$ cat src/rtl/drone_sequence_player_if.sv
`default_nettype none
// ============================================================================
// Module      : drone_sequence_player_if
// Description : Command handshake between the sequence player and the
//               downstream motor/attitude controller.
//                 cmd       [3:0] command code (master -> slave)
//                 cmd_valid       cmd is being offered (master -> slave)
//                 cmd_ready       slave accepts cmd this edge (slave -> master)
//               A transfer happens on a rising edge with cmd_valid & cmd_ready.
// Revision    : 1.0 - initial release
// ============================================================================
interface drone_sequence_player_if;
    logic [3:0] cmd;
    logic       cmd_valid;
    logic       cmd_ready;

    modport master (output cmd, output cmd_valid, input  cmd_ready);
    modport slave  (input  cmd, input  cmd_valid, output cmd_ready);
endinterface
`default_nettype wire

$ cat src/rtl/drone_sequence_player.sv
`default_nettype none
// ============================================================================
// Module      : drone_sequence_player
// Description : Walks a 16x4 synchronous command ROM from START_ADDR to
//               LAST_ADDR, absorbs the ROM's one-cycle read latency, skips
//               NOP codes and offers each command over a valid/ready
//               handshake, then idles HOLD_CYCLES cycles before the next fetch.
// Ports       : clock        rising-edge system clock
//               reset        synchronous active-high reset (highest priority)
//               iniciar      start/restart, honoured only in IDLE and DONE
//               parar        synchronous abort to IDLE from any state
//               rom_address  registered ROM address
//               rom_data     ROM output, valid one edge after the address
//               cmd_if       command handshake (master side)
//               busy         high outside IDLE and DONE
//               pronto       high in DONE
//               cmd_count    commands accepted in the current run (0..16)
//               db_estado    current state code
// Revision    : 1.0 - initial release
// ============================================================================
module drone_sequence_player #(
    parameter int unsigned START_ADDR  = 0,
    parameter int unsigned LAST_ADDR   = 15,
    parameter int unsigned HOLD_CYCLES = 4,
    parameter logic [3:0]  NOP_CODE    = 4'b0000
) (
    input  wire                     clock,
    input  wire                     reset,
    input  wire                     iniciar,
    input  wire                     parar,
    output logic [3:0]              rom_address,
    input  wire  [3:0]              rom_data,
    drone_sequence_player_if.master cmd_if,
    output logic                    busy,
    output logic                    pronto,
    output logic [4:0]              cmd_count,
    output logic [3:0]              db_estado
);

    localparam logic [3:0] c_S_IDLE  = 4'd0;
    localparam logic [3:0] c_S_FETCH = 4'd1;
    localparam logic [3:0] c_S_LATCH = 4'd2;
    localparam logic [3:0] c_S_ISSUE = 4'd3;
    localparam logic [3:0] c_S_HOLD  = 4'd4;
    localparam logic [3:0] c_S_NEXT  = 4'd5;
    localparam logic [3:0] c_S_DONE  = 4'd6;

    localparam logic [3:0]  c_START_ADDR = 4'(START_ADDR);
    localparam logic [3:0]  c_LAST_ADDR  = 4'(LAST_ADDR);
    localparam bit          c_HAS_HOLD   = (HOLD_CYCLES != 0);
    // Last counter value in HOLD; unused when there is no hold phase.
    localparam logic [15:0] c_HOLD_LAST  = c_HAS_HOLD ? 16'(HOLD_CYCLES - 1) : 16'd0;
    localparam logic [4:0]  c_COUNT_MAX  = 5'd16;

    logic [3:0]  r_state;
    logic [3:0]  w_state_next;
    logic [3:0]  r_rom_address;
    logic [3:0]  r_cmd;
    logic        r_cmd_valid;
    logic [4:0]  r_cmd_count;
    logic [15:0] r_hold_cnt;
    logic        w_transfer;
    logic        w_start;

    // ---------------------------------------------------------------- state
    always_ff @(posedge clock) begin
        if (reset) begin
            r_state <= c_S_IDLE;
        end else begin
            r_state <= w_state_next;
        end
    end

    // ----------------------------------------------------------- next state
    always_comb begin
        w_state_next = r_state;
        if (parar) begin
            w_state_next = c_S_IDLE;
        end else begin
            case (r_state)
                c_S_IDLE,
                c_S_DONE:  if (iniciar) w_state_next = c_S_FETCH;
                // The ROM captures rom_address on the edge that closes FETCH.
                c_S_FETCH: w_state_next = c_S_LATCH;
                c_S_LATCH: w_state_next = (rom_data == NOP_CODE) ? c_S_NEXT : c_S_ISSUE;
                c_S_ISSUE: if (w_transfer) w_state_next = c_HAS_HOLD ? c_S_HOLD : c_S_NEXT;
                c_S_HOLD:  if (r_hold_cnt == c_HOLD_LAST) w_state_next = c_S_NEXT;
                // LAST_ADDR is tested before incrementing, so 15 never wraps.
                c_S_NEXT:  w_state_next = (r_rom_address == c_LAST_ADDR) ? c_S_DONE : c_S_FETCH;
                default:   w_state_next = c_S_IDLE;
            endcase
        end
    end

    // --------------------------------------------------------------- outputs
    always_comb begin
        busy       = (r_state != c_S_IDLE) && (r_state != c_S_DONE);
        pronto     = (r_state == c_S_DONE);
        w_transfer = (r_state == c_S_ISSUE) && r_cmd_valid && cmd_if.cmd_ready;
        w_start    = ((r_state == c_S_IDLE) || (r_state == c_S_DONE)) && iniciar;
    end

    // -------------------------------------------------------------- datapath
    always_ff @(posedge clock) begin
        if (reset) begin
            r_rom_address <= c_START_ADDR;
            r_cmd         <= 4'd0;
            r_cmd_valid   <= 1'b0;
            r_cmd_count   <= 5'd0;
            r_hold_cnt    <= 16'd0;
        end else if (parar) begin
            // Deliberate abort: the offer is withdrawn, the count is kept.
            r_cmd_valid <= 1'b0;
        end else begin
            if (w_start) begin
                r_rom_address <= c_START_ADDR;
                r_cmd_count   <= 5'd0;
            end
            if ((r_state == c_S_LATCH) && (rom_data != NOP_CODE)) begin
                r_cmd       <= rom_data;
                r_cmd_valid <= 1'b1;
            end
            if (w_transfer) begin
                r_cmd_valid <= 1'b0;
                r_hold_cnt  <= 16'd0;
                if (r_cmd_count != c_COUNT_MAX) begin
                    r_cmd_count <= r_cmd_count + 5'd1;
                end
            end
            if (r_state == c_S_HOLD) begin
                r_hold_cnt <= r_hold_cnt + 16'd1;
            end
            if ((r_state == c_S_NEXT) && (r_rom_address != c_LAST_ADDR)) begin
                r_rom_address <= r_rom_address + 4'd1;
            end
        end
    end

    assign rom_address      = r_rom_address;
    assign cmd_if.cmd       = r_cmd;
    assign cmd_if.cmd_valid = r_cmd_valid;
    assign cmd_count        = r_cmd_count;
    assign db_estado        = r_state;

endmodule
`default_nettype wire

$ cat src/flat_wrapper.sv
// flat-port wrapper written by rule: the top's interface ports become plain ports
module drone_sequence_player_flat 
#(
    parameter int unsigned START_ADDR  = 0,
    parameter int unsigned LAST_ADDR   = 15,
    parameter int unsigned HOLD_CYCLES = 4,
    parameter logic [3:0]  NOP_CODE    = 4'b0000
)
  (clock, reset, iniciar, parar, rom_address, rom_data, busy, pronto, cmd_count, db_estado, cmd_if_cmd, cmd_if_cmd_valid, cmd_if_cmd_ready);
  drone_sequence_player_if cmd_if_i ();
  input  wire clock;
  input  wire reset;
  input  wire iniciar;
  input  wire parar;
  output logic [3:0] rom_address;
  input  wire  [3:0] rom_data;
  output logic busy;
  output logic pronto;
  output logic [4:0] cmd_count;
  output logic [3:0] db_estado;
  output wire logic [$bits(cmd_if_i.cmd)-1:0] cmd_if_cmd;
  output wire logic [$bits(cmd_if_i.cmd_valid)-1:0] cmd_if_cmd_valid;
  input wire logic [$bits(cmd_if_i.cmd_ready)-1:0] cmd_if_cmd_ready;
  assign cmd_if_cmd = cmd_if_i.cmd;
  assign cmd_if_cmd_valid = cmd_if_i.cmd_valid;
  assign cmd_if_i.cmd_ready = cmd_if_cmd_ready;
  drone_sequence_player #(.START_ADDR(START_ADDR), .LAST_ADDR(LAST_ADDR), .HOLD_CYCLES(HOLD_CYCLES), .NOP_CODE(NOP_CODE)) u_core (.clock(clock), .reset(reset), .iniciar(iniciar), .parar(parar), .rom_address(rom_address), .rom_data(rom_data), .cmd_if(cmd_if_i), .busy(busy), .pronto(pronto), .cmd_count(cmd_count), .db_estado(db_estado));
endmodule
$ cat config.mk
export PLATFORM = sky130hd
export DESIGN_NAME = drone_sequence_player_flat
export DESIGN_NICKNAME = d
export VERILOG_FILES = /design/src/rtl/drone_sequence_player_if.sv /design/src/rtl/drone_sequence_player.sv /design/src/flat_wrapper.sv
export SDC_FILE = /design/constraint.sdc
export NUM_CORES = 1
export LEC_CHECK = 0
export ABC_AREA = 1
export CAP_MARGIN = 20
export CORE_MARGIN = 2
export CORE_UTILIZATION = 58
export DETAILED_ROUTE_END_ITERATION = 10
export HOLD_SLACK_MARGIN = 0.03
export MAX_ROUTING_LAYER = met4
export PLACE_DENSITY = 0.84
export SLEW_MARGIN = 25
export SYNTH_ARGS = -nofsm -noshare
export SYNTH_HDL_FRONTEND = slang
export SYNTH_SLANG_ARGS = --single-unit
$ cat constraint.sdc
create_clock -name clock -period 4.35 [get_ports clock]
set_clock_uncertainty 0.2 [all_clocks]
set_input_delay 0.435 -clock clock [delete_from_list [all_inputs] [get_ports clock]]
set_output_delay 0.435 -clock clock [all_outputs]
set_load 0.005 [all_outputs]
Word-level counts from Yosys, hierarchy flattened

Index checks and enable logic that the tools add are counted.

Bits of input ports: 9
Output and inout bits: 20
Register bits: 34
Logic and storage cells: 57

Reductions and logical operators: 20
Add/subtract/negate cells: 3
Equality and inequality tests: 14
Mux-type cells: 13
Bitwise gates (word level): 1

Operators by type and width:

| kind                                                   | count |
|---|---|
| two-way mux 16 bit                                     | 2 |
| case mux 4 bit (6 select lines)                        | 1 |
| two-way mux 4 bit                                      | 5 |
| adder 16 x 1 -> 16 bit (second input constant)         | 1 |
| equality test 16 x 2 -> 1 bit (second input constant)  | 1 |
| two-way mux 5 bit                                      | 3 |
| equality test 4 x 3 -> 1 bit (second input constant)   | 3 |
| equality test 4 x 2 -> 1 bit (second input constant)   | 2 |
| logical NOT 4 bit                                      | 2 |
| nonzero test 4 bit                                     | 2 |
| logical AND 1 bit                                      | 6 |
| two-way mux 3 bit                                      | 2 |
| AND reduction 2 bit                                    | 3 |
| adder 5 x 1 -> 5 bit (second input constant)           | 1 |
| inequality test 5 bit (second input constant)          | 1 |
| adder 4 x 1 -> 4 bit (second input constant)           | 1 |
| equality test 4 x 1 -> 1 bit (second input constant)   | 1 |
| equality test 4 bit (second input constant)            | 1 |
| inequality test 2 x 1 -> 1 bit (second input constant) | 2 |
| inequality test 4 x 3 -> 1 bit (second input constant) | 1 |
| inequality test 4 bit (second input constant)          | 1 |
| nonzero test 2 bit                                     | 2 |
| OR reduction 2 bit                                     | 2 |
| AND reduction 3 bit                                    | 1 |
| other kinds (4)                                        | 4 |

Depth between registers and ports, before layout

Gate-level depths: netlist of the first run.

Depth after elaboration: 6
Mapped depth: 10
Gate-level depth less buffers: 9

Worst setup path after synthesis of the first run

OpenSTA, ideal clock, no wires.

Path type: input-to-reg
From: in parar
To: reg u_core.r_hold_cnt[5]
Required time: 4036 ps
Setup time: 114 ps
Buffers on the path: 2
Cell stages on the path: 8
Path slack: 2833 ps
Data arrival time: 1203 ps
Cells stage by stage: inv_1 buf_2 nand2_2 nand2_4 buf_8 nand3_2 nor2_1 nor2_2

Word-level cells in the longest chain between the ends: 2

RTL lines:

| what                                 | line                         | RTL |
|---|---|---|
| start, declared                      | flat_wrapper.sv:14           | `input wire parar;` |
| NOT 1 bit (no source line)           | n/a                          |  |
| AND reduction 2 bit (no source line) | n/a                          |  |
| end signal, assigned                 | drone_sequence_player.sv:131 | `r_hold_cnt <= r_hold_cnt + 16'd1;` |
| end, declared                        | drone_sequence_player.sv:61  | `logic [15:0] r_hold_cnt;` |

No other way between the ends.
A chain may end at the register's enable or synchronous reset.

Final worst setup path of the first run

From: reg u_core.r_state[0] (netlist: u_core.db_estado[0])
To: out busy

Word-level cells in the longest chain between the ends: 2

RTL lines:

| what                                                                        | line                        | RTL |
|---|---|---|
| start, declared                                                             | drone_sequence_player.sv:55 | `logic [3:0] r_state;` |
| start signal, assigned                                                      | drone_sequence_player.sv:68 | `r_state <= c_S_IDLE;` |
| start signal, assigned                                                      | drone_sequence_player.sv:70 | `r_state <= w_state_next;` |
| inequality test 4 x 3 -> 1 bit / nonzero test 4 bit (equally long branches) | drone_sequence_player.sv:97 | `busy = (r_state != c_S_IDLE) && (r_state != c_S_DONE);` |
| logical AND 1 bit (*)                                                       | drone_sequence_player.sv:97 |  |
| end, declared                                                               | flat_wrapper.sv:17          | `output logic busy;` |

Every way passes the cells marked *; elsewhere a longest branch is shown, timed or not.

==> flow_results.xml, run 1 <==
<?xml version="1.0" encoding="UTF-8"?>
<metrics>
  <group name="die">
    <metric name="top_level_ports" unit="">29</metric>
    <metric name="floorplan.initialDensity" unit="%">59.39</metric>
    <metric name="fp-row-count" unit="">21</metric>
    <metric name="die_area" unit="mm2">0.003843</metric>
    <metric name="core_region_area" unit="mm2">0.003284</metric>
    <metric name="die_x" unit="um">61.99</metric>
    <metric name="floorplan.die.height" unit="um">61.99</metric>
  </group>
  <group name="pwr">
    <metric name="swShare" unit="%">27.68</metric>
    <metric name="ir_drop" unit="uV">157.9</metric>
    <metric name="pwr-share-seq" unit="%">57.5</metric>
    <metric name="power_density_relative_to_cell_area" unit="mW/mm2">241.6</metric>
    <metric name="clkPwrFrac" unit="%">31.2</metric>
    <metric name="cell_internal_pwr" unit="mW">0.3932</metric>
    <metric name="p_leak" unit="nW">0.9059</metric>
    <metric name="netSwitchingPower" unit="mW">0.1505</metric>
    <metric name="comb_power_share" unit="%">11.4</metric>
  </group>
  <group name="route">
    <metric name="wl" unit="um">4172</metric>
    <metric name="num_vias" unit="">1883</metric>
    <metric name="dr.first_iter.drc_count" unit="">113</metric>
    <metric name="drtPass1Iterations" unit="">4</metric>
    <metric name="drc" unit="">0</metric>
    <metric name="wire_per_inst" unit="um">11.25</metric>
    <metric name="ant_nets" unit="">0</metric>
    <metric name="route.detailed.vias_per_inst" unit="">5.075</metric>
  </group>
  <group name="clocking">
    <metric name="cts-root-buf" unit="">clkbuf_4</metric>
    <metric name="count_of_buffers_added_by_post_cts_timing_repair_for_setup" unit="">0</metric>
    <metric name="cts-buffers-inserted" unit="">5</metric>
    <metric name="numClockSinks" unit="">33</metric>
    <metric name="clk_latency" unit="ns">0.35</metric>
    <metric name="ctsLongestPathBuffers" unit="">2</metric>
    <metric name="cts_hold_buf" unit="">0</metric>
    <metric name="cts_repair_resizes" unit="">0</metric>
    <metric name="tritoncts_clock_tree" unit="">yes</metric>
    <metric name="clk_transition_reported_paths" unit="ns">0.11</metric>
    <metric name="h-tree-depth" unit="">2</metric>
  </group>
  <group name="final_layout">
    <metric name="final_layout_size_suffix_gt1_share" unit="%">8.308</metric>
    <metric name="final_util" unit="%">68.53</metric>
    <metric name="mostFrequentLayoutCells" unit="">nand2_1 (69), nor2_1 (45), nand3_1 (42)</metric>
    <metric name="layout.cells.most_common" unit="">nand2_1</metric>
    <metric name="layout-area-overhead-vs-synth" unit="%">15.39</metric>
    <metric name="nets" unit="">337</metric>
    <metric name="layout.filler_cells" unit="">300</metric>
    <metric name="antenna-diode-count" unit="">0</metric>
    <metric name="stdcell_area" unit="mm2">0.002251</metric>
  </group>
  <group name="synth">
    <metric name="synth_fp_nets" unit="">312</metric>
    <metric name="synth-async-reset-ratio" unit="%">0</metric>
    <metric name="synth.cell_area" unit="mm2">0.001951</metric>
    <metric name="ys.warnings.count" unit="">0</metric>
    <metric name="synth.yosys.seq_area_share" unit="%">33.87</metric>
    <metric name="dominantRegCellSynth" unit="">dfxtp_1</metric>
    <metric name="ys_types" unit="">28</metric>
    <metric name="number_of_synthesized_flops_with_an_enable_pin" unit="">0</metric>
    <metric name="synth.avg_cell_area" unit="um2">6.524</metric>
    <metric name="synth-seq-cells" unit="">33</metric>
    <metric name="postSynthCellCount" unit="">299</metric>
  </group>
  <group name="timing">
    <metric name="final_hold_viol_count" unit="">0</metric>
    <metric name="layout_worst_path_cycle_share" unit="%">57.76</metric>
    <metric name="timing.fmax" unit="GHz">0.3980</metric>
    <metric name="setup_viol" unit="">0</metric>
    <metric name="drv_slew" unit="">0</metric>
    <metric name="setup_tns" unit="ns">0</metric>
    <metric name="layout_setup_ws" unit="ns">1.837</metric>
    <metric name="setup_repair_after_global_routing_missed_its_margin" unit="">false</metric>
    <metric name="final_min_period" unit="ns">2.513</metric>
  </group>
  <group name="worst_setup_path">
    <metric name="data_arrival_time_at_the_worst_slack_endpoint" unit="ns">1.88</metric>
    <metric name="worstPathBufferInverterCount" unit="">3</metric>
    <metric name="cpMostUsedCell" unit="">inv_1</metric>
    <metric name="crit_chain" unit="">inv_1, nand3_1, nand2_1, inv_1, clkdlybuf4s50_1</metric>
    <metric name="crit_path_start_kind" unit="">register</metric>
    <metric name="worst_ep_required_time" unit="ns">3.71</metric>
    <metric name="critical_path.startpoint" unit="">u_core.db_estado[0]</metric>
    <metric name="cpLargestDelayFamily" unit="">buffers and inverters</metric>
    <metric name="critical_path_peak_fanout" unit="">9</metric>
    <metric name="crit_path_end_kind" unit="">output port</metric>
    <metric name="setup.worst_path.class" unit="">reg -&gt; out</metric>
    <metric name="reg2reg_from" unit="">u_core.db_estado[1]</metric>
    <metric name="cpMaxStageDelayCell" unit="">dfxtp_1</metric>
    <metric name="crit_path_max_incr_delay" unit="ns">0.55</metric>
  </group>
  <group name="hold_path">
    <metric name="hp-start" unit="">u_core.r_hold_cnt[0]</metric>
    <metric name="holdCritPathClass" unit="">reg -&gt; reg</metric>
  </group>
  <group name="placed_design">
    <metric name="routabilityCongestion" unit="">0.8233</metric>
    <metric name="placedInstanceArea" unit="mm2">0.002200</metric>
    <metric name="dp_hpwl" unit="um">3098</metric>
    <metric name="dpl_worst_slack" unit="ns">2.028</metric>
    <metric name="port_buffers" unit="">27</metric>
  </group>
  <group name="run_status">
    <metric name="run_status" unit="">complete, no violations</metric>
  </group>
  <group name="global_route">
    <metric name="grt_util_overall" unit="%">24.67</metric>
    <metric name="grt_pass1_wl" unit="um">6796</metric>
    <metric name="antenna_violations_before_repair" unit="">0</metric>
    <metric name="grt_pass1_vias" unit="">1593</metric>
    <metric name="globalRouteOverflowTotal" unit="">0</metric>
    <metric name="grt_max_degree" unit="">25</metric>
  </group>
  <group name="job">
    <metric name="maxCapViolCount" unit="">0</metric>
  </group>
</metrics>
## cell type report
| cell class | count | area (um2) | share of cell area, % |
|---|---|---|---|
| Multi-Input combinational cell | 220 | 1072 | 47.64 |
| Sequential cell | 33 | 660.6 | 29.35 |
| Tap cell | 46 | 57.56 | 2.557 |
| Inverter | 37 | 138.9 | 6.170 |
| Clock buffer | 6 | 41.29 | 1.834 |
| Timing Repair Buffer | 27 | 270.3 | 12.01 |
| Clock inverter | 2 | 10.01 | 0.4447 |
## stage by stage
stage	hold slack [ns]	total power [mW]	cells
2_1_floorplan	0.2311	0.3613	299
3_3_place_gp	0.2453	0.3797	363
3_5_place_dp	0.2495	0.3805	363
4_1_cts	0.2654	0.5476	371
5_1_grt	0.2782	0.5690	371
6_report	0.2630	0.5437	371
## power groups by stage
stage               Clock [mW]  Combinational [mW]  Sequential, mW
floorplan                    0              0.0465           0.315
global route             0.187              0.0682           0.313
detailed placement           0              0.0612           0.319
CTS                      0.174              0.0616           0.312
global placement             0              0.0605           0.319
finish                   0.169              0.0618           0.312
## synthesized netlist by cell type, types with 2 or more instances
library cell / count / area (um2)
a21oi_1: 22 / 110.1
nand4_1: 3 / 18.77
dfxtp_1: 33 / 660.6
nand3_1: 42 / 210.2
nor2_1: 45 / 168.9
buf_4: 2 / 15.01
inv_1: 35 / 131.4
nand2_2: 2 / 12.51
nand3_2: 6 / 60.06
nand2_1: 69 / 259.0
ha_1: 4 / 50.05
nor2_2: 7 / 43.79
o21ai_0: 9 / 45.04
buf_6: 3 / 33.78
nor3_1: 2 / 10.01
buf_2: 3 / 15.01
## final timing paths
check,depth (start not counted),to,slack (ns)
hold reg to reg,1,u_core.r_hold_cnt[0],0.26
hold / removal,1,u_core.r_hold_cnt[0],0.26
setup reg to reg,8,u_core.r_hold_cnt[15],2.57
setup / recovery,5,busy,1.84
## logic make-up (layout without fill, tap and decap cells)
| family | after synthesis | in the layout | share of synthesized area (%) |
|---|---|---|---|
| other cells | 1 | 1 | 0.1922 |
| fa+ha+maj | 4 | 4 | 2.566 |
| compound gates | 32 | 32 | 8.403 |
| xor+xnor | 2 | 2 | 0.8982 |
| simple gates | 181 | 181 | 42.91 |
| flops | 33 | 33 | 33.87 |
| buf+inv | 46 | 72 | 11.16 |
## per-layer routing
metal	track usage (%)	part of all wire (%)
met1	32.91	50
met2	36.16	44
met3	4.969	4.6
met4	10.33	1.9
met5	-	0
## state kept, by name, indices dropped and copies added (netlist names)
signal                   count
u_core.rom_address           4
u_core.cmd_if.cmd_valid      1
u_core.cmd_count             5
u_core.r_hold_cnt           16
u_core.cmd_if.cmd            4
u_core.db_estado             3
Note: power is estimated with default switching activity, not from simulation.
==> inputs of run 2 (changes only) <==
--- a/config.mk
+++ b/config.mk
@@ -8,11 +8,11 @@
 export ABC_AREA = 1
 export CAP_MARGIN = 20
 export CORE_MARGIN = 2
-export CORE_UTILIZATION = 58
+export CORE_UTILIZATION = 49
 export DETAILED_ROUTE_END_ITERATION = 10
 export HOLD_SLACK_MARGIN = 0.03
 export MAX_ROUTING_LAYER = met4
-export PLACE_DENSITY = 0.84
+export PLACE_DENSITY = 0.75
 export SLEW_MARGIN = 25
 export SYNTH_ARGS = -nofsm -noshare
 export SYNTH_HDL_FRONTEND = slang
==> constraint.sdc (replaced) <==
create_clock -name clock -period 2.19 [get_ports clock]
set_clock_uncertainty 0.2 [all_clocks]
set_input_delay 0.219 -clock clock [delete_from_list [all_inputs] [get_ports clock]]
set_output_delay 0.219 -clock clock [all_outputs]
set_load 0.005 [all_outputs]
==> flow_results.xml, run 2 (synthesis results as in run 1) <==
<?xml version="1.0" encoding="UTF-8"?>
<metrics>
  <group name="clocking">
    <metric name="cts-root-buf" unit="">clkbuf_8</metric>
    <metric name="numClockSinks" unit="">33</metric>
    <metric name="clk_transition_reported_paths" unit="ns">0.07</metric>
    <metric name="ctsLongestPathBuffers" unit="">2</metric>
    <metric name="count_of_buffers_added_by_post_cts_timing_repair_for_setup" unit="">0</metric>
    <metric name="h-tree-depth" unit="">2</metric>
    <metric name="clk_latency" unit="ns">0.27</metric>
    <metric name="tritoncts_clock_tree" unit="">yes</metric>
    <metric name="cts-buffers-inserted" unit="">5</metric>
  </group>
  <group name="timing">
    <metric name="final_hold_viol_count" unit="">0</metric>
    <metric name="drv_slew" unit="">0</metric>
    <metric name="timing.fmax" unit="GHz">0.4878</metric>
    <metric name="setup_tns" unit="ns">0</metric>
    <metric name="setup_viol" unit="">0</metric>
    <metric name="setup_repair_after_global_routing_missed_its_margin" unit="">false</metric>
    <metric name="worst_hold_slack" unit="ns">0.2660</metric>
    <metric name="layout_worst_path_cycle_share" unit="%">93.62</metric>
    <metric name="final_min_period" unit="ns">2.050</metric>
  </group>
  <group name="run_status">
    <metric name="run_status" unit="">complete, no violations</metric>
  </group>
  <group name="route">
    <metric name="ant_nets" unit="">0</metric>
    <metric name="wl" unit="um">4136</metric>
    <metric name="drc" unit="">0</metric>
    <metric name="route.detailed.vias_per_inst" unit="">4.918</metric>
    <metric name="wire_per_inst" unit="um">11.00</metric>
    <metric name="dr.first_iter.drc_count" unit="">93</metric>
    <metric name="drtPass1Iterations" unit="">5</metric>
    <metric name="num_vias" unit="">1849</metric>
  </group>
  <group name="worst_setup_path">
    <metric name="worst_ep_required_time" unit="ns">1.77</metric>
    <metric name="reg2reg_to" unit="">u_core.rom_address[3]</metric>
    <metric name="crit_path_end_kind" unit="">output port</metric>
    <metric name="crit_path_start_kind" unit="">register</metric>
    <metric name="data_arrival_time_at_the_worst_slack_endpoint" unit="ns">1.63</metric>
    <metric name="r2r_cells" unit="">8</metric>
    <metric name="r2r_setup_slk" unit="ns">0.48</metric>
    <metric name="critical_path_peak_fanout" unit="">9</metric>
    <metric name="setup.worst_path.class" unit="">reg -&gt; out</metric>
    <metric name="reg2reg_from" unit="">u_core.rom_address[0]</metric>
  </group>
  <group name="hold_path">
    <metric name="hp-start" unit="">u_core.cmd_if.cmd[1]</metric>
    <metric name="hold_end" unit="">u_core.cmd_if.cmd[1]</metric>
    <metric name="holdCritPathClass" unit="">reg -&gt; reg</metric>
    <metric name="worstHoldPathCells" unit="">2</metric>
  </group>
  <group name="die">
    <metric name="fp-row-count" unit="">22</metric>
    <metric name="floorplan.die.height" unit="um">67.10</metric>
    <metric name="core_region_area" unit="mm2">0.003744</metric>
    <metric name="top_level_ports" unit="">29</metric>
    <metric name="die_x" unit="um">67.10</metric>
    <metric name="die_area" unit="mm2">0.004502</metric>
    <metric name="floorplan.initialDensity" unit="%">52.11</metric>
  </group>
  <group name="final_layout">
    <metric name="final_layout_size_suffix_gt1_share" unit="%">10.06</metric>
    <metric name="final_util" unit="%">62.03</metric>
    <metric name="layout-area-overhead-vs-synth" unit="%">19.05</metric>
    <metric name="layout.filler_cells" unit="">384</metric>
    <metric name="top_register" unit="">u_core.r_hold_cnt</metric>
    <metric name="area.sequential" unit="um2">664.4</metric>
    <metric name="largest_register_ff_count" unit="">16</metric>
    <metric name="antenna-diode-count" unit="">0</metric>
    <metric name="nets" unit="">341</metric>
    <metric name="mostFrequentLayoutCells" unit="">nand2_1 (69), nor2_1 (45), nand3_1 (42)</metric>
    <metric name="layout.cells.most_common" unit="">nand2_1</metric>
    <metric name="area_used_by_multi_input_combinational_logic" unit="mm2">0.001072</metric>
  </group>
  <group name="global_route">
    <metric name="peak_usage_layer_in_the_global_routing_report" unit="">met2</metric>
    <metric name="grt_pass1_wl" unit="um">7493</metric>
    <metric name="grt_pass1_vias" unit="">1724</metric>
    <metric name="grt_max_degree" unit="">25</metric>
    <metric name="grtUsageMet2" unit="%">33.17</metric>
    <metric name="antenna_violations_before_repair" unit="">0</metric>
    <metric name="globalRouteOverflowTotal" unit="">0</metric>
    <metric name="groute.layer.met3.usage" unit="%">4.561</metric>
    <metric name="gr-usage-met1" unit="%">30.19</metric>
    <metric name="grt_util_overall" unit="%">21.99</metric>
  </group>
  <group name="job">
    <metric name="maxCapViolCount" unit="">0</metric>
  </group>
  <group name="pwr">
    <metric name="p_leak" unit="nW">0.9390</metric>
    <metric name="ir_drop" unit="uV">283.7</metric>
    <metric name="power_density_relative_to_cell_area" unit="mW/mm2">518.7</metric>
  </group>
  <group name="placed_design">
    <metric name="routabilityCongestion" unit="">0.8434</metric>
    <metric name="dp_hpwl" unit="um">3101</metric>
    <metric name="port_buffers" unit="">27</metric>
  </group>
</metrics>
## run 2: cell count changes in the layout (fill, tap and decap cells not counted)
cell / previous run / this run
buf_4: 0 / 4
clkbuf_4: 5 / 0
clkbuf_8: 0 / 6
clkinv_2: 2 / 0
dfxtp_1: 33 / 30
dfxtp_2: 0 / 3
## run 2: what timing repair did
action,CTS,global route
hold buffers,0,0
resized for setup,1,2
endpoints found under the setup margin,1,1
## run 2: worst max-delay path by stage
| stage | slack (ns) | start | endpoint | depth (start not counted) |
|---|---|---|---|---|
| 2_1_floorplan | 0.69 | u_core.db_estado[2] | u_core.r_hold_cnt[5] | 9 |
| 3_3_place_gp | 0.30 | u_core.db_estado[0] | busy | 5 |
| 3_5_place_dp | 0.30 | parar | u_core.r_hold_cnt[14] | 7 |
| 4_1_cts | 0.03 | u_core.db_estado[1] | busy | 5 |
| 5_1_grt | 0.06 | u_core.db_estado[0] | busy | 5 |
| 6_report | 0.14 | u_core.db_estado[0] | busy | 5 |
## run 2: cell type report
cell class	instances	area share, %
Inverter	37	5.981
Timing Repair Buffer	31	12.93
Tap cell	48	2.586
Multi-Input combinational cell	220	46.17
Sequential cell	33	28.61
Clock buffer	7	3.718
## run 2: through the flow
| step | power, mW | instances | instance area, um2 | setup slack [ns] |
|---|---|---|---|---|
| floorplan | 0.7176 | 299 | 1951 | 0.6934 |
| global placement | 0.7618 | 369 | 2232 | 0.3022 |
| detailed placement | 0.7630 | 369 | 2232 | 0.2966 |
| CTS | 1.219 | 376 | 2320 | 0.03150 |
| global route | 1.264 | 376 | 2322 | 0.05759 |
| finish | 1.204 | 376 | 2322 | 0.1398 |
## run 2: report_power, final
part | switching [mW] | total, mW | internal [mW]
logic | 0.0722 | 0.129 | 0.0570
clock network | 0.204 | 0.453 | 0.249
registers | 0.0139 | 0.622 | 0.608
## run 2: critical path, cell delays in order (launching register included)
cell,delay (ns)
dfxtp_2,0.44
inv_1,0.09
nand3_1,0.09
nand2_1,0.12
inv_1,0.10
clkdlybuf4s50_1,0.51
## run 2: per-layer routing
layer  routed length, um  vias up
li1                    -     1008
met1                2193      813
met2                1780       23
met3                 126        5
met4                  36        0
met5                   0        -
==> inputs of run 3 (changes only) <==
--- a/config.mk
+++ b/config.mk
@@ -7,12 +7,11 @@
 export LEC_CHECK = 0
 export ABC_AREA = 1
 export CAP_MARGIN = 20
-export CORE_MARGIN = 2
 export CORE_UTILIZATION = 49
 export DETAILED_ROUTE_END_ITERATION = 10
 export HOLD_SLACK_MARGIN = 0.03
 export MAX_ROUTING_LAYER = met4
-export PLACE_DENSITY = 0.75
+export PLACE_DENSITY = 0.87
 export SLEW_MARGIN = 25
 export SYNTH_ARGS = -nofsm -noshare
 export SYNTH_HDL_FRONTEND = slang
==> flow_results.xml, run 3 (synthesis results as in run 1) <==
<?xml version="1.0" encoding="UTF-8"?>
<metrics>
  <group name="clocking">
    <metric name="ctsLongestPathBuffers" unit="">2</metric>
    <metric name="cts_hold_buf" unit="">0</metric>
    <metric name="cts-buffers-inserted" unit="">5</metric>
    <metric name="cts-root-buf" unit="">clkbuf_8</metric>
    <metric name="h-tree-depth" unit="">2</metric>
    <metric name="tritoncts_clock_tree" unit="">yes</metric>
    <metric name="numClockSinks" unit="">33</metric>
    <metric name="clk_latency" unit="ns">0.28</metric>
    <metric name="clk_transition_reported_paths" unit="ns">0.07</metric>
  </group>
  <group name="route">
    <metric name="route.detailed.vias_per_inst" unit="">5.186</metric>
    <metric name="wl" unit="um">4194</metric>
    <metric name="ant_nets" unit="">0</metric>
    <metric name="drc" unit="">0</metric>
    <metric name="drtPass1Iterations" unit="">5</metric>
    <metric name="wire_per_inst" unit="um">11.15</metric>
    <metric name="num_vias" unit="">1950</metric>
    <metric name="dr.first_iter.drc_count" unit="">130</metric>
  </group>
  <group name="timing">
    <metric name="setup_tns" unit="ns">0</metric>
    <metric name="setup_repair_after_global_routing_missed_its_margin" unit="">false</metric>
    <metric name="drv_slew" unit="">0</metric>
    <metric name="final_min_period" unit="ns">2.030</metric>
    <metric name="timing.fmax" unit="GHz">0.4925</metric>
    <metric name="setup_viol" unit="">0</metric>
    <metric name="worst_hold_slack" unit="ns">0.2657</metric>
    <metric name="final_hold_viol_count" unit="">0</metric>
    <metric name="layout_worst_path_cycle_share" unit="%">92.71</metric>
  </group>
  <group name="final_layout">
    <metric name="layout-area-overhead-vs-synth" unit="%">20.33</metric>
    <metric name="finish.cell_count_without_fillers" unit="">376</metric>
    <metric name="mostFrequentLayoutCells" unit="">nand2_1 (69), nor2_1 (45), nand3_1 (42)</metric>
    <metric name="final_layout_size_suffix_gt1_share" unit="%">10.06</metric>
    <metric name="antenna-diode-count" unit="">0</metric>
    <metric name="layout.cells.most_common" unit="">nand2_1</metric>
    <metric name="top_register" unit="">u_core.r_hold_cnt</metric>
    <metric name="largest_register_ff_count" unit="">16</metric>
    <metric name="nets" unit="">340</metric>
  </group>
  <group name="placed_design">
    <metric name="dp_hpwl" unit="um">3047</metric>
    <metric name="port_buffers" unit="">27</metric>
    <metric name="routabilityCongestion" unit="">0.8923</metric>
    <metric name="numPlacedInstances" unit="">368</metric>
  </group>
  <group name="die">
    <metric name="floorplan.die.height" unit="um">65.10</metric>
    <metric name="core_region_area" unit="mm2">0.003744</metric>
    <metric name="floorplan.initialDensity" unit="%">52.11</metric>
    <metric name="fp-row-count" unit="">22</metric>
    <metric name="top_level_ports" unit="">29</metric>
    <metric name="die_area" unit="mm2">0.004237</metric>
    <metric name="die_x" unit="um">65.10</metric>
  </group>
  <group name="worst_setup_path">
    <metric name="critical_path_peak_fanout" unit="">9</metric>
    <metric name="crit_path_start_kind" unit="">register</metric>
    <metric name="worst_ep_required_time" unit="ns">1.77</metric>
    <metric name="setup.worst_path.class" unit="">reg -&gt; out</metric>
    <metric name="crit_path_end_kind" unit="">output port</metric>
    <metric name="data_arrival_time_at_the_worst_slack_endpoint" unit="ns">1.61</metric>
  </group>
  <group name="global_route">
    <metric name="grt_max_degree" unit="">25</metric>
    <metric name="antenna_violations_before_repair" unit="">0</metric>
    <metric name="globalRouteOverflowTotal" unit="">0</metric>
    <metric name="grt_pass1_vias" unit="">1755</metric>
    <metric name="grt_util_overall" unit="%">22.78</metric>
    <metric name="grt_pass1_wl" unit="um">7458</metric>
  </group>
  <group name="pwr">
    <metric name="ir_drop" unit="uV">439.5</metric>
    <metric name="power_density_relative_to_cell_area" unit="mW/mm2">571.3</metric>
    <metric name="p_leak" unit="nW">0.9486</metric>
  </group>
  <group name="run_status">
    <metric name="run_status" unit="">complete, no violations</metric>
  </group>
  <group name="job">
    <metric name="maxCapViolCount" unit="">0</metric>
  </group>
  <group name="hold_path">
    <metric name="holdCritPathClass" unit="">reg -&gt; reg</metric>
  </group>
</metrics>
run 3: cell types whose count changed in the layout (fill, tap and decap cells not counted), sizes merged:
cell | previous run | this run
buf | 4 | 3
bufinv | 0 | 1
run 3: critical path, stage by stage, from the launching register on:
cell	delay (ns)
dfxtp_4	0.41
inv_1	0.08
nand3_1	0.09
nand2_1	0.13
inv_1	0.12
clkdlybuf4s50_1	0.51
run 3: area by class of cell:
type | count | area (um2)
clock buffers | 7 | 86.33
clock inverters | 1 | 30.03
fillers | 358 | 1396
inverters | 37 | 138.9
multi-input cells | 220 | 1072
flip-flops and latches | 33 | 666.9
well taps | 48 | 60.06
repair buffers | 30 | 292.8
run 3: path summary, 6_finish.rpt:
kind,start,slack [ns],cells past startpoint,endpoint
max reg2reg,u_core.rom_address[0],0.46,8,u_core.rom_address[3]
min reg2reg,u_core.cmd_if.cmd[1],0.27,2,u_core.cmd_if.cmd[1]
min,u_core.cmd_if.cmd[1],0.27,2,u_core.cmd_if.cmd[1]
max,u_core.db_estado[0],0.16,5,busy
run 3: layer usage:
metal  routed length [um]  global-route usage (%)
met4                   40                   6.793
met5                    0                       -
met3                  222                   3.646
met2                 1853                   36.20
met1                 2079                   29.91
run 3: power breakdown:
group	switching [mW]	internal, mW
clock network	0.219	0.371
registers	0.0139	0.608
logic	0.0741	0.0558
total	0.307	1.03
run 3: per-stage QoR:
step	instance area (um2)	worst slack (ns)	util, %	power (mW)
floorplan	1951	0.6934	-	0.7176
CTS	2342	0.04111	62.57	1.348
global route	2347	0.06457	62.70	1.389
finish	2347	0.1597	62.70	1.341
detailed placement	2225	0.2835	59.43	0.7604
global placement	2225	0.2986	59.43	0.7590
run 3: repair_timing:
| action | in CTS | in global routing |
|---|---|---|
| resized for setup | 1 | 3 |
| endpoints found under the setup margin | 1 | 1 |
| setup buffers | 0 | 0 |
